===== src/rtl/aes_seq_pkg.sv =====
// Shared types and word geometry for the AES core sequencer.
package aes_seq_pkg;
  localparam int WORDS  = 4;
  localparam int WORD_W = 32;

  typedef enum logic [2:0] {
    INIT,
    IDLE,
    START,
    LOAD,
    WAIT,
    CAPT,
    DONE
  } seq_state_e;
endpackage


===== src/rtl/aes_word_shreg.sv =====
// Four-word shift register: parallel load, shift towards the top word with serial fill at the bottom.
module aes_word_shreg
  import aes_seq_pkg::*;
(
  input  logic                      clk,
  input  logic                      reset,
  input  logic                      load,
  input  logic                      shift,
  input  logic [WORDS*WORD_W-1:0]   load_data,
  input  logic [WORD_W-1:0]         ser_in,
  output logic [WORDS*WORD_W-1:0]   data
);
  logic [WORDS*WORD_W-1:0] data_q, data_d;

  always_comb begin
    data_d = data_q;
    if (load) begin
      data_d = load_data;
    end else if (shift) begin
      data_d = {data_q[(WORDS-1)*WORD_W-1:0], ser_in};
    end
  end

  always_ff @(posedge clk or posedge reset) begin
    if (reset) begin
      data_q <= '0;
    end else begin
      data_q <= data_d;
    end
  end

  assign data = data_q;
endmodule


===== src/rtl/aes_core_seq.sv =====
// Sequencer in front of the word-serial AES core: warm-up, block accept, word-timed load,
// latency wait, result gathering and valid/ready hand-off of the 128-bit result.
//   INIT  | core warm-up after reset, core_start held high
//   IDLE  | ready for a block
//   START | core_start pulse before the first word
//   LOAD  | four text words driven to the core
//   WAIT  | core latency
//   CAPT  | four result words sampled from the core
//   DONE  | result offered downstream
module aes_core_seq
  import aes_seq_pkg::*;
#(
  parameter int INIT_CYCLES  = 88,
  parameter int START_CYCLES = 2,
  parameter int CORE_LATENCY = 79
) (
  input  logic         clk,
  input  logic         reset,
  input  logic         in_valid,
  output logic         in_ready,
  input  logic [127:0] in_text,
  input  logic [127:0] in_key,
  input  logic         in_dec,
  output logic         out_valid,
  input  logic         out_ready,
  output logic [127:0] out_text,
  output logic         busy,
  output logic         core_start,
  output logic [31:0]  core_data_in,
  output logic [127:0] core_key_in,
  output logic         core_selEncDec,
  input  logic [31:0]  core_data_out
);
  localparam int MAX_CNT = (INIT_CYCLES > CORE_LATENCY) ? INIT_CYCLES : CORE_LATENCY;
  localparam int CNT_W   = $clog2(MAX_CNT + 1);

  seq_state_e         state_q, state_d;
  logic [CNT_W-1:0]   cnt_q, cnt_d;
  logic               in_ready_q, in_ready_d;
  logic               out_valid_q, out_valid_d;
  logic               busy_q, busy_d;
  logic               core_start_q, core_start_d;
  logic [WORD_W-1:0]  core_data_in_q, core_data_in_d;
  logic [127:0]       core_key_in_q, core_key_in_d;
  logic               core_sel_q, core_sel_d;

  logic               ld_load, ld_shift, cap_shift;
  logic [WORD_W-1:0]  ld_head;
  logic [(WORDS-1)*WORD_W-1:0] ld_tail_unused;

  aes_word_shreg u_load_shreg (
    .clk       (clk),
    .reset     (reset),
    .load      (ld_load),
    .shift     (ld_shift),
    .load_data (in_text),
    .ser_in    ('0),
    .data      ({ld_head, ld_tail_unused})
  );

  aes_word_shreg u_capt_shreg (
    .clk       (clk),
    .reset     (reset),
    .load      (1'b0),
    .shift     (cap_shift),
    .load_data ('0),
    .ser_in    (core_data_out),
    .data      (out_text)
  );

  always_comb begin
    state_d        = state_q;
    cnt_d          = cnt_q;
    in_ready_d     = 1'b0;
    out_valid_d    = 1'b0;
    core_start_d   = core_start_q;
    core_data_in_d = '0;
    core_key_in_d  = core_key_in_q;
    core_sel_d     = core_sel_q;
    ld_load        = 1'b0;
    ld_shift       = 1'b0;
    cap_shift      = 1'b0;

    case (state_q)
      INIT: begin
        if (cnt_q == CNT_W'(INIT_CYCLES - 1)) begin
          state_d      = IDLE;
          cnt_d        = '0;
          core_start_d = 1'b0;
          in_ready_d   = 1'b1;
        end else begin
          cnt_d = cnt_q + 1'b1;
        end
      end
      IDLE: begin
        in_ready_d = 1'b1;
        if (in_valid && in_ready_q) begin
          state_d       = START;
          in_ready_d    = 1'b0;
          ld_load       = 1'b1;
          core_key_in_d = in_key;
          core_sel_d    = in_dec;
          core_start_d  = 1'b1;
          cnt_d         = CNT_W'(START_CYCLES - 1);
        end
      end
      START: begin
        if (cnt_q == '0) begin
          state_d        = LOAD;
          core_start_d   = 1'b0;
          cnt_d          = CNT_W'(WORDS - 1);
          core_data_in_d = ld_head;
          ld_shift       = 1'b1;
        end else begin
          cnt_d = cnt_q - 1'b1;
        end
      end
      LOAD: begin
        if (cnt_q == '0) begin
          // word 3 is on the bus this cycle; output word 0 arrives CORE_LATENCY cycles from now
          state_d = WAIT;
          cnt_d   = CNT_W'(CORE_LATENCY - 2);
        end else begin
          cnt_d          = cnt_q - 1'b1;
          core_data_in_d = ld_head;
          ld_shift       = 1'b1;
        end
      end
      WAIT: begin
        if (cnt_q == '0) begin
          state_d = CAPT;
          cnt_d   = CNT_W'(WORDS - 1);
        end else begin
          cnt_d = cnt_q - 1'b1;
        end
      end
      CAPT: begin
        cap_shift = 1'b1;
        if (cnt_q == '0) begin
          state_d     = DONE;
          out_valid_d = 1'b1;
        end else begin
          cnt_d = cnt_q - 1'b1;
        end
      end
      DONE: begin
        if (out_ready) begin
          state_d    = IDLE;
          in_ready_d = 1'b1;
        end else begin
          out_valid_d = 1'b1;
        end
      end
      default: begin
        state_d = INIT;
        cnt_d   = '0;
      end
    endcase

    busy_d = (state_d != IDLE);
  end

  always_ff @(posedge clk or posedge reset) begin
    if (reset) begin
      state_q        <= INIT;
      cnt_q          <= '0;
      in_ready_q     <= 1'b0;
      out_valid_q    <= 1'b0;
      busy_q         <= 1'b1;
      core_start_q   <= 1'b1;
      core_data_in_q <= '0;
      core_key_in_q  <= '0;
      core_sel_q     <= 1'b1;
    end else begin
      state_q        <= state_d;
      cnt_q          <= cnt_d;
      in_ready_q     <= in_ready_d;
      out_valid_q    <= out_valid_d;
      busy_q         <= busy_d;
      core_start_q   <= core_start_d;
      core_data_in_q <= core_data_in_d;
      core_key_in_q  <= core_key_in_d;
      core_sel_q     <= core_sel_d;
    end
  end

  assign in_ready       = in_ready_q;
  assign out_valid      = out_valid_q;
  assign busy           = busy_q;
  assign core_start     = core_start_q;
  assign core_data_in   = core_data_in_q;
  assign core_key_in    = core_key_in_q;
  assign core_selEncDec = core_sel_q;
endmodule


===== config.mk =====
export PLATFORM = sky130hd
export DESIGN_NAME = aes_core_seq
export DESIGN_NICKNAME = d
export VERILOG_FILES = /design/src/rtl/aes_seq_pkg.sv /design/src/rtl/aes_word_shreg.sv /design/src/rtl/aes_core_seq.sv
export SDC_FILE = /design/constraint.sdc
export NUM_CORES = 1
export LEC_CHECK = 0
export ABC_CLOCK_PERIOD_IN_PS = 7100
export CAP_MARGIN = 25
export CORE_AREA = 5 5 223 225
export CTS_CLUSTER_DIAMETER = 200
export DETAILED_ROUTE_END_ITERATION = 16
export DIE_AREA = 0 0 228 230
export HOLD_SLACK_MARGIN = 0.12
export PLACE_DENSITY = 0.79
export SLEW_MARGIN = 20
export SYNTH_ARGS = -nofsm -noshare
export SYNTH_HDL_FRONTEND = slang
export SYNTH_HIERARCHICAL = 1
export SYNTH_SLANG_ARGS = --single-unit

===== constraint.sdc =====
create_clock -name clk -period 7.1 [get_ports clk]
set_input_delay 1.42 -clock clk [delete_from_list [all_inputs] [get_ports clk]]
set_output_delay 1.42 -clock clk [all_outputs]
set_load 0.1 [all_outputs]

==> results by group, run 1 <==
Route
  – TritonRoute pass-1 iters: 7
  – Number of nets with antenna violations after detailed routing: 0
  – Drt initial violations: 1096
  – Average routed wire per standard cell: 19.13 um
  – Vias per std cell: 4.894
  – Total wire length: 56.50 mm
  – Routed via count: 14450
  – DRC: 0

Worst hold path
  – Beginning of the worst hold path: u_load_shreg/data[114]
  – Hold Path Class: reg -> reg
  – Hold depth: 1
  – Hold-critical path endpoint: core_data_in[18]

Synth
  – Number of distinct library cell variants in the gate-level netlist after synthesis: 54
  – Synthesized cell area: 18830 um2
  – Number of standard cells after synthesis: 1594
  – EDFF count, synth: 0
  – Proportion of synthesized flip-flops having asynchronous set or reset: 100.0%
  – Ys flop type: dfrtp_1
  – Share of synthesized area occupied by flip-flops and latches: 57.29%
  – Post-Syn Area per Cell: 11.81 um2
  – Synth warn: 6
  – Count of state elements after synthesis: 431

STA
  – Max frequency: 272.6 MHz
  – Worst slew margin: a little over a quarter
  – RSZ-0062 raised after global routing: no
  – Number of hold violations in the final report: 0
  – Fin Clk Skew: between 20 and 25 ps
  – Setup TNS Final: 0 ps
  – Final period demand of the worst path: 3669 ps
  – Final setup violating endpoints: 0
  – Transition at the pin with the smallest max-transition slack: roughly 1100 ps
  – Final Max Slew Viols: 0
  – Period Utilization, post-route: 51.67%

Worst setup path
  – Depth of the worst register-to-register path: 9
  – CP max stage cell: clkdlybuf4s50_1
  – Type of element capturing the critical path: output pin
  – Crit path largest cell delay: about 1200 ps
  – Launch instance of the worst register-to-register path: cnt_q[0]
  – Max Fanout on Critical Path: 2
  – Arrival time at the worst endpoint: 2250 ps
  – End of the worst register-to-register path: u_load_shreg/data[73]
  – Worst-case register-to-register setup slack: 4000 ps
  – Cells traversed along the worst timing path: clkdlybuf4s50_1
  – Critical path's top delay family: buffers and inverters
  – Buffer and inverter count on the worst path: 1
  – Type of the worst setup path: reg -> out
  – Required time of the critical path: ~5700 ps
  – Category of the worst setup path launch point: flop

Clock network
  – Number of hold buffers added after CTS: 0
  – Number of levels in the clock H-tree: 2
  – TritonCTS clock tree: done
  – CTS clock-pin slew for the worst setup and hold paths: 60 ps
  – Clock latency at the later pin of the worst-skew pair: a little under 600 ps
  – Setup repair bufs after CTS: 0
  – Number of sinks on the clock net: 431
  – Total of cells resized after clock tree synthesis: 0
  – Number of buffers between clock root and the deepest sink: 3
  – Clock root buffer: clkbuf_16
  – Total clock buffers created by CTS: 47

Pwr
  – Net load switching power: approximately 0.0017 W
  – Internal power consumption: about 0.0043 W
  – Power density over the cells: about 220 nW/um2
  – Share of total power in combinational logic: roughly 16%
  – Clock share of power: 41.7%
  – Sequential power share: 42.4%
  – Leakage power summed over all cells: 11.92 nW
  – IR Drop Worst-Case VDD: 165.5 uV
  – Switching share of power: 28.58%

Die
  – Placeable core region: 47350 um2
  – Number of primary I/O pins: just under 600
  – Die H: 230 um
  – # rows: 80
  – Die ar.: between 50000 and 60000 um2
  – Die outline width: between 200 and 250 um
  – Initial standard-cell utilization of the core: ~40%

Layout
  – Number of filler cells placed in the layout: about 3800
  – Utilization after layout: 57.54%
  – Combined area of the multi-input logic cells: 7807 um2
  – Area growth from synthesis to layout: 44.65%
  – Commonest non-fill, non-tap cell in the layout: clkdlybuf4s50_1
  – Layout cell share with drive strength beyond 1: 10.36%
  – Storage element area: between 10000 and 15000 um2
  – Net count reported at finish: 2596
  – Commonest cells after routing, fill and taps aside: 584 x clkdlybuf4s50_1, 428 x dfrtp_1, 270 x nand2_1, 257 x mux2i_1, 241 x o21ai_1

Place
  – Final weighted congestion in routability-driven placement: 0.8735
  – Estimated wirelength of the detail-placed design: 40.34 mm
  – Count of input and output buffers: 585

Run status
  – Run status: completed

Global routing
  – GRT Overall Usage: 20.82%
  – Final global-route overflow total: 0
  – Number of antenna violations at the first check in global routing: 8
  – Maximum number of pins on one net before global-route repair: 161
  – Global-route wire length before repair: 88.01 mm
  – Vias in the first global route: 15100

Job
  – Max-Cap Viols: 0
logic make-up (layout without fill, tap and decap cells):
kind of cell               Yosys count  after routing  synth area share (%)
and+or+nand+nor                    347            347                 7.980
muxes                              386            386                 21.37
buffers and inverters              118            697                 4.571
adders and majority gates            3              3                0.1993
xor gates and xnor gates             2              2               0.09303
other                                1            166               0.01991
DFF                                431            431                 57.29
AOI/OAI and AO/OA                  306            306                 8.471
cell usage after synthesis (2+ instances only):
cell	instances	area [um2]
dfstp_2	3	78.83
clkbuf_1	47	176.4
a21o_1	2	15.01
nor3b_1	2	15.01
nand3_1	3	15.01
buf_2	29	145.1
nor2b_1	3	18.77
o21ai_2	2	17.52
and2_1	34	212.7
dfrtp_1	428	10710
buf_6	6	67.56
inv_1	9	33.78
o21ai_1	241	1206
mux2i_1	257	2572
o22a_1	2	17.52
a21oi_1	9	45.04
mux2_2	129	1453
nor2_1	11	41.29
o21ai_0	34	170.2
buf_12	8	160.2
a211oi_1	2	15.01
nor3_1	8	40.04
nor2_4	2	22.52
a31oi_1	3	18.77
buf_8	18	270.3
o31ai_1	2	15.01
nand2_1	270	1013
ha_1	3	37.54
nand2b_1	2	12.51
final cells by class:
class / instances / area share [%]
antenna: 2 / 0.01837
timing repair buffer: 603 / 22.79
sequential: 431 / 39.61
clock inverter: 13 / 0.6063
clock buffer: 72 / 5.323
inverter: 9 / 0.1699
tap: 615 / 2.825
multi-input combinational: 1208 / 28.66
sequential cells by signal, summed over array words and instances, names as in the netlist:
name               flops
in_ready               1
core_start             1
u_capt_shreg/data    128
u_load_shreg/data    128
core_selEncDec         1
cnt_q                  7
busy                   1
out_valid              1
core_key_in          128
state_q                3
core_data_in          32
per-stage QoR:
step / cell area (um2) / cells / hold WS [ps] / setup WS, ps / total power [W]
floorplan: 19440 / 1757 / 452.8 / 939.8 / 0.003199
global placement: 25390 / 2857 / 463.9 / 3204 / 0.003555
detailed placement: 25620 / 2866 / 466.9 / 3069 / 0.003572
CTS: 27240 / 2951 / 481.0 / 3382 / 0.006122
global route: 27240 / 2953 / 494.8 / 3358 / 0.006279
finish: 27240 / 2953 / 476.4 / 3431 / 0.006064
per-layer routing:
| metal | up-vias | global-route usage, % | part of all wire [%] |
|---|---|---|---|
| li1 | 6769 | - | - |
| met1 | 7028 | 23.66 | 38 |
| met2 | 527 | 36.71 | 51 |
| met3 | 115 | 6.440 | 7.8 |
| met4 | 12 | 8.376 | 3.8 |
| met5 | - | 0 | 0.12 |
worst max-delay path by stage:
stage / slack (ps) / cells past startpoint / to / startpoint
CTS: 3380 / 1 / core_selEncDec / core_selEncDec
global placement: 3200 / 5 / u_load_shreg/data[53] / in_valid
floorplan: 940 / 1 / cnt_q[0] / reset
finish: 3430 / 1 / core_selEncDec / core_selEncDec
global route: 3360 / 1 / core_selEncDec / core_selEncDec
detailed placement: 3070 / 5 / u_load_shreg/data[55] / in_valid
power by group through the flow:
stage / clock (W) / combinational, W / sequential, W
after global routing: 0.00269 / 0.00101 / 0.00258
final: 0.00253 / 0.000965 / 0.00257
after global placement: 0 / 0.000942 / 0.00261
after CTS: 0.00259 / 0.000959 / 0.00257
after floorplan: 0 / 0.000139 / 0.00306
after detailed placement: 0 / 0.000957 / 0.00261
(Power assumes the default switching activity.)
==> inputs of run 2 (changes only) <==
- ABC_CLOCK_PERIOD_IN_PS: 7100 -> 3700
- clock period: 7.1 -> 3.7 ns (I/O delays scaled with it)
==> results by group, run 2 (synthesis gave the netlist of run 1 again) <==
Pwr
  – Leakage power summed over all cells: 11.92 nW (about the same)
  – Power density over the cells: 420.6 nW/um2 (+89%)
  – IR Drop Worst-Case VDD: 332.2 uV (+100%)

Route
  – TritonRoute pass-1 iters: 5 (-2)
  – DRC: 0 (unchanged)
  – Average routed wire per standard cell: 18.81 um (-1.7%)
  – Total wire length: 55.76 mm (-1.3%)
  – Drt initial violations: 878 (-20%)
  – Vias per std cell: 4.857 (-0.74%)
  – Routed via count: 14400 (-0.37%)
  – Number of nets with antenna violations after detailed routing: 0 (unchanged)

Worst setup path
  – Cells traversed along the worst timing path: clkdlybuf4s50_1
  – Required time of the critical path: 2960 ps (-2720 ps)
  – CP max stage cell: clkdlybuf4s50_1
  – Buffer and inverter count on the worst path: 1 (unchanged)
  – Type of element capturing the critical path: output pin
  – Max Fanout on Critical Path: 2 (unchanged)
  – Crit path largest cell delay: 1140 ps (about the same)
  – Category of the worst setup path launch point: flop
  – Critical path's top delay family: buffers and inverters
  – Type of the worst setup path: reg -> out
  – Arrival time at the worst endpoint: 2230 ps (-20 ps)

Worst hold path
  – Hold Path Class: reg -> reg

STA
  – Final Max Slew Viols: 0 (unchanged)
  – Transition at the pin with the smallest max-transition slack: 1075 ps (-27.71 ps)
  – Fin Clk Skew: 14.66 ps (-5.493 ps)
  – Max frequency: 336.8 MHz
  – Worst slew margin: 28.08% (+1.9 points)
  – Number of hold violations in the final report: 0 (unchanged)
  – Final setup violating endpoints: 0 (unchanged)
  – Final period demand of the worst path: 2969 ps
  – Setup TNS Final: 0 ps (unchanged)
  – RSZ-0062 raised after global routing: no
  – Period Utilization, post-route: 80.24%

Job
  – Max-Cap Viols: 0 (unchanged)

Global routing
  – Number of antenna violations at the first check in global routing: 7 (-1)
  – GRT Overall Usage: 20.60% (-0.22 points)
  – Final global-route overflow total: 0 (unchanged)
  – Global-route wire length before repair: 86.99 mm (-1.2%)
  – Vias in the first global route: 15100 (+0.013%)
  – Maximum number of pins on one net before global-route repair: 129 (-20%)

Clock network
  – Total of cells resized after clock tree synthesis: 0 (unchanged)
  – Clock root buffer: clkbuf_16
  – Number of buffers between clock root and the deepest sink: 3 (unchanged)
  – CTS clock-pin slew for the worst setup and hold paths: 60 ps (about the same)
  – Number of hold buffers added after CTS: 0 (unchanged)
  – Total clock buffers created by CTS: 47 (unchanged)
  – Number of sinks on the clock net: 431 (unchanged)
  – Setup repair bufs after CTS: 0 (unchanged)
  – Clock latency at the later pin of the worst-skew pair: 560 ps (-20 ps)
  – Number of levels in the clock H-tree: 2 (unchanged)
  – TritonCTS clock tree: done

Die
  – Die ar.: 52440 um2 (unchanged)
  – # rows: 80 (unchanged)
  – Number of primary I/O pins: 586 (unchanged)
  – Initial standard-cell utilization of the core: 39.78% (unchanged)
  – Die H: 230 um (unchanged)
  – Die outline width: 228 um (unchanged)
  – Placeable core region: 47350 um2 (unchanged)

Run status
  – Run status: completed

Layout
  – Number of filler cells placed in the layout: 3888 (+1.9%)
  – Commonest non-fill, non-tap cell in the layout: clkdlybuf4s50_1
  – Area growth from synthesis to layout: 43.94%
  – Combined area of the multi-input logic cells: 7807 um2 (unchanged)
  – Storage element area: 10790 um2 (unchanged)
  – Net count reported at finish: 2605 (+0.35%)
  – Utilization after layout: 57.25% (-0.28 points)
  – Layout cell share with drive strength beyond 1: 11.68% (+1.3 points)
  – Commonest cells after routing, fill and taps aside: 558 x clkdlybuf4s50_1, 428 x dfrtp_1, 270 x nand2_1, 257 x mux2i_1, 241 x o21ai_1

Place
  – Count of input and output buffers: 585 (unchanged)
  – Estimated wirelength of the detail-placed design: 40.67 mm (+0.83%)
  – Final weighted congestion in routability-driven placement: 0.8749 (+0.16%)
[run 2: layer usage]
metal  global-route usage [%]  routed length (um)  vias up
met5                        0                  53        -
met3                    6.279                4175      120
met4                    9.491                2474        8
met1                    24.38               21620     6946
li1                         -                   -     6799
met2                    34.65               27440      524
[run 2: per-stage QoR]
stage	worst slack, ps	cell area [um2]	total power (W)	instances	hold WS (ps)
after floorplan	723.8	19450	0.006139	1757	452.8
after global placement	998.5	25540	0.006832	2874	465.0
after detailed placement	943.4	25540	0.006854	2874	468.2
after CTS	672.6	27080	0.01153	2959	487.3
after global routing	671.7	27100	0.01184	2963	501.7
final	731.1	27110	0.01140	2964	485.3
[run 2: worst paths after layout]
kind,slack [ps],cells past startpoint,to,start
max,730,1,core_selEncDec,core_selEncDec
min,490,1,core_data_in[23],u_load_shreg/data[119]
max reg2reg,890,9,u_load_shreg/data[99],cnt_q[0]
min reg2reg,490,1,core_data_in[23],u_load_shreg/data[119]
max in group asynchronous,2100,3,core_key_in[108],reset
min in group asynchronous,700,2,u_capt_shreg/data[42],reset
[run 2: area by class of cell]
| class | count | area share, % |
|---|---|---|
| Clock buffer | 68 | 5.036 |
| Tap cell | 615 | 2.839 |
| Sequential cell | 431 | 39.80 |
| Clock inverter | 17 | 0.6185 |
| Timing Repair Buffer | 612 | 22.70 |
| Inverter | 9 | 0.1662 |
| Antenna cell | 4 | 0.03693 |
| Multi-Input combinational cell | 1208 | 28.80 |
[run 2: power breakdown]
group / leakage, nW / switching, W / internal (W)
combinational: 5.92 / 0.00129 / 0.000562
sequential: 5.24 / 0.000103 / 0.00483
clock: 0.761 / 0.00190 / 0.00271
==> inputs of run 3 (changes only) <==
- ABC_CLOCK_PERIOD_IN_PS: 3700 -> 2800
- clock period: 3.7 -> 2.8 ns (I/O delays scaled with it)
==> results by group, run 3 (synthesis gave the netlist of run 1 again) <==
Job
  – Max-Cap Viols: 0 (unchanged)

STA
  – Transition at the pin with the smallest max-transition slack: 692.7 ps (-382.6 ps)
  – Setup TNS Final: 0 ps (unchanged)
  – Worst slack on hold paths: 481.6 ps (-3.674 ps)
  – Final Max Slew Viols: 0 (unchanged)
  – Max frequency: 381.5 MHz
  – Post-route setup slack: 179.0 ps (-552.1 ps)
  – Number of hold violations in the final report: 0 (unchanged)
  – Fin Clk Skew: 23.55 ps (+8.890 ps)
  – Final setup violating endpoints: 0 (unchanged)
  – Period Utilization, post-route: 93.61%
  – RSZ-0062 raised after global routing: no
  – Final period demand of the worst path: 2621 ps
  – Worst slew margin: 53.82% (+26 points)

Clock network
  – Clock latency at the later pin of the worst-skew pair: 580 ps (+20 ps)
  – CTS clock-pin slew for the worst setup and hold paths: 60 ps (about the same)
  – Number of sinks on the clock net: 431 (unchanged)
  – Number of levels in the clock H-tree: 2 (unchanged)
  – Clock root buffer: clkbuf_16
  – Total of cells resized after clock tree synthesis: 0 (unchanged)
  – Setup repair bufs after CTS: 0 (unchanged)
  – Total clock buffers created by CTS: 46 (-2.1%)
  – Number of buffers between clock root and the deepest sink: 3 (unchanged)
  – Number of hold buffers added after CTS: 0 (unchanged)
  – TritonCTS clock tree: done

Route
  – Vias per std cell: 4.856 (about the same)
  – Total wire length: 56.24 mm (+0.86%)
  – DRC: 0 (unchanged)
  – Average routed wire per standard cell: 18.80 um (about the same)
  – TritonRoute pass-1 iters: 5 (unchanged)
  – Number of nets with antenna violations after detailed routing: 0 (unchanged)
  – Routed via count: 14530 (+0.92%)
  – Drt initial violations: 957 (+9.0%)

Worst setup path
  – Required time of the critical path: 3250 ps (+290 ps)
  – Category of the worst setup path launch point: flop
  – Cells traversed along the worst timing path: inv_1, ha_1, or3b_2, nor2_4, nor2_2, nor2_4, buf_12, buf_4, mux2i_1, o21ai_1
  – Arrival time at the worst endpoint: 3070 ps (+840 ps)
  – First element of the critical path: cnt_q[0]
  – Type of element capturing the critical path: flop
  – CP max stage cell: or3b_2
  – Max Fanout on Critical Path: 27 (+25)
  – Crit path largest cell delay: 510 ps (-630 ps)
  – Launch instance of the worst register-to-register path: cnt_q[0]
  – Library cell appearing most often on the critical path: nor2_4
  – Type of the worst setup path: reg -> reg

Global routing
  – GRT Overall Usage: 20.71% (+0.12 points)
  – Vias in the first global route: 15110 (+0.099%)
  – Number of antenna violations at the first check in global routing: 7 (unchanged)
  – Final global-route overflow total: 0 (unchanged)
  – Global-route wire length before repair: 87.85 mm (+0.99%)
  – Maximum number of pins on one net before global-route repair: 101 (-22%)

Die
  – Die H: 230 um (unchanged)
  – Number of primary I/O pins: 586 (unchanged)
  – Die outline width: 228 um (unchanged)
  – Initial standard-cell utilization of the core: 39.78% (unchanged)
  – Die ar.: 52440 um2 (unchanged)
  – # rows: 80 (unchanged)
  – Placeable core region: 47350 um2 (unchanged)

Layout
  – Net count reported at finish: 2637 (+1.2%)
  – Layout cell share with drive strength beyond 1: 24.12% (+12 points)
  – Commonest cells after routing, fill and taps aside: 428 x dfrtp_1, 332 x buf_4, 292 x clkdlybuf4s50_1, 270 x nand2_1, 257 x mux2i_1
  – Commonest non-fill, non-tap cell in the layout: dfrtp_1
  – Area growth from synthesis to layout: 42.53%
  – Number of standard cells in the final layout excluding fillers: 2992 (+0.94%)
  – Summed area of non-filler cells in the final layout: 26840 um2 (-0.98%)

Place
  – Estimated wirelength of the detail-placed design: 41.65 mm (+2.4%)
  – Worst slack at placement: 235.5 ps (-707.9 ps)
  – Final weighted congestion in routability-driven placement: 0.8953 (+2.3%)
  – Post-Place Cells: 2908 (+1.2%)
  – Count of input and output buffers: 585 (unchanged)
  – DP Area: 25250 um2 (-1.2%)

Worst hold path
  – Hold Path Class: reg -> reg
  – Beginning of the worst hold path: u_load_shreg/data[119]

Pwr
  – IR Drop Worst-Case VDD: 426.0 uV (+28%)
  – Leakage power summed over all cells: 12.59 nW (+5.6%)
  – Power density over the cells: 566.9 nW/um2 (+35%)

Run status
  – Run status: completed
## run 3: cell types whose count changed in the layout (fill, tap and decap cells not counted), sizes merged
cell / before / now
diode: 4 / 1
clkinv: 10 / 4
bufinv: 2 / 3
clkbuf: 68 / 71
buf: 54 / 353
clkdlybuf4s50: 558 / 292
inv: 10 / 8
clkinvlp: 4 / 6
## run 3: layout make-up
cell class	count	area [um2]
multi-input cells	1208	7807
diodes	1	2.502
clock buffers	71	1426
flip-flops and latches	431	10790
inverters	9	45.04
fillers	3861	20500
repair buffers	645	5836
clock inverters	12	165.2
well taps	615	769.5
## run 3: worst paths after layout
kind | end | slack [ps] | depth (start not counted)
max in group asynchronous | u_load_shreg/data[106] | 1420 | 3
hold reg to reg | core_data_in[23] | 480 | 1
setup reg to reg | u_load_shreg/data[1] | 180 | 10
setup / recovery | u_load_shreg/data[1] | 180 | 10
min in group asynchronous | core_data_in[16] | 590 | 2
hold / removal | core_data_in[23] | 480 | 1
## run 3: metrics by stage
stage	util (%)	total power, W
after floorplan	-	0.008112
after global placement	53.32	0.008984
after detailed placement	53.32	0.009010
after CTS	56.69	0.01537
after global routing	56.69	0.01580
final	56.69	0.01522
## run 3: worst max-delay path, delay by kind of cell, from the launching register on
kind                       cells  cell delay [ps]
AOI/OAI and AO/OA              1               80
DFF                            1              430
adders and majority gates      1              230
and+or+nand+nor                4              900
muxes                          1              250
buffers and inverters          3              590
## run 3: where the power goes
group	total (W)	leakage, nW	switching (W)	internal (W)
combinational	0.00239	6.57	0.00170	0.000697
clock	0.00629	0.777	0.00251	0.00379
sequential	0.00653	5.24	0.000139	0.00639
total	0.0152	12.6	0.00434	0.0109
## run 3: routing by layer
metal / vias to the layer above / wire length (um) / track usage [%]
li1: 6868 / - / -
met1: 7052 / 21620 / 24.42
met2: 501 / 28690 / 36.53
met3: 97 / 4160 / 6.390
met4: 12 / 1694 / 6.258
met5: - / 76 / 0
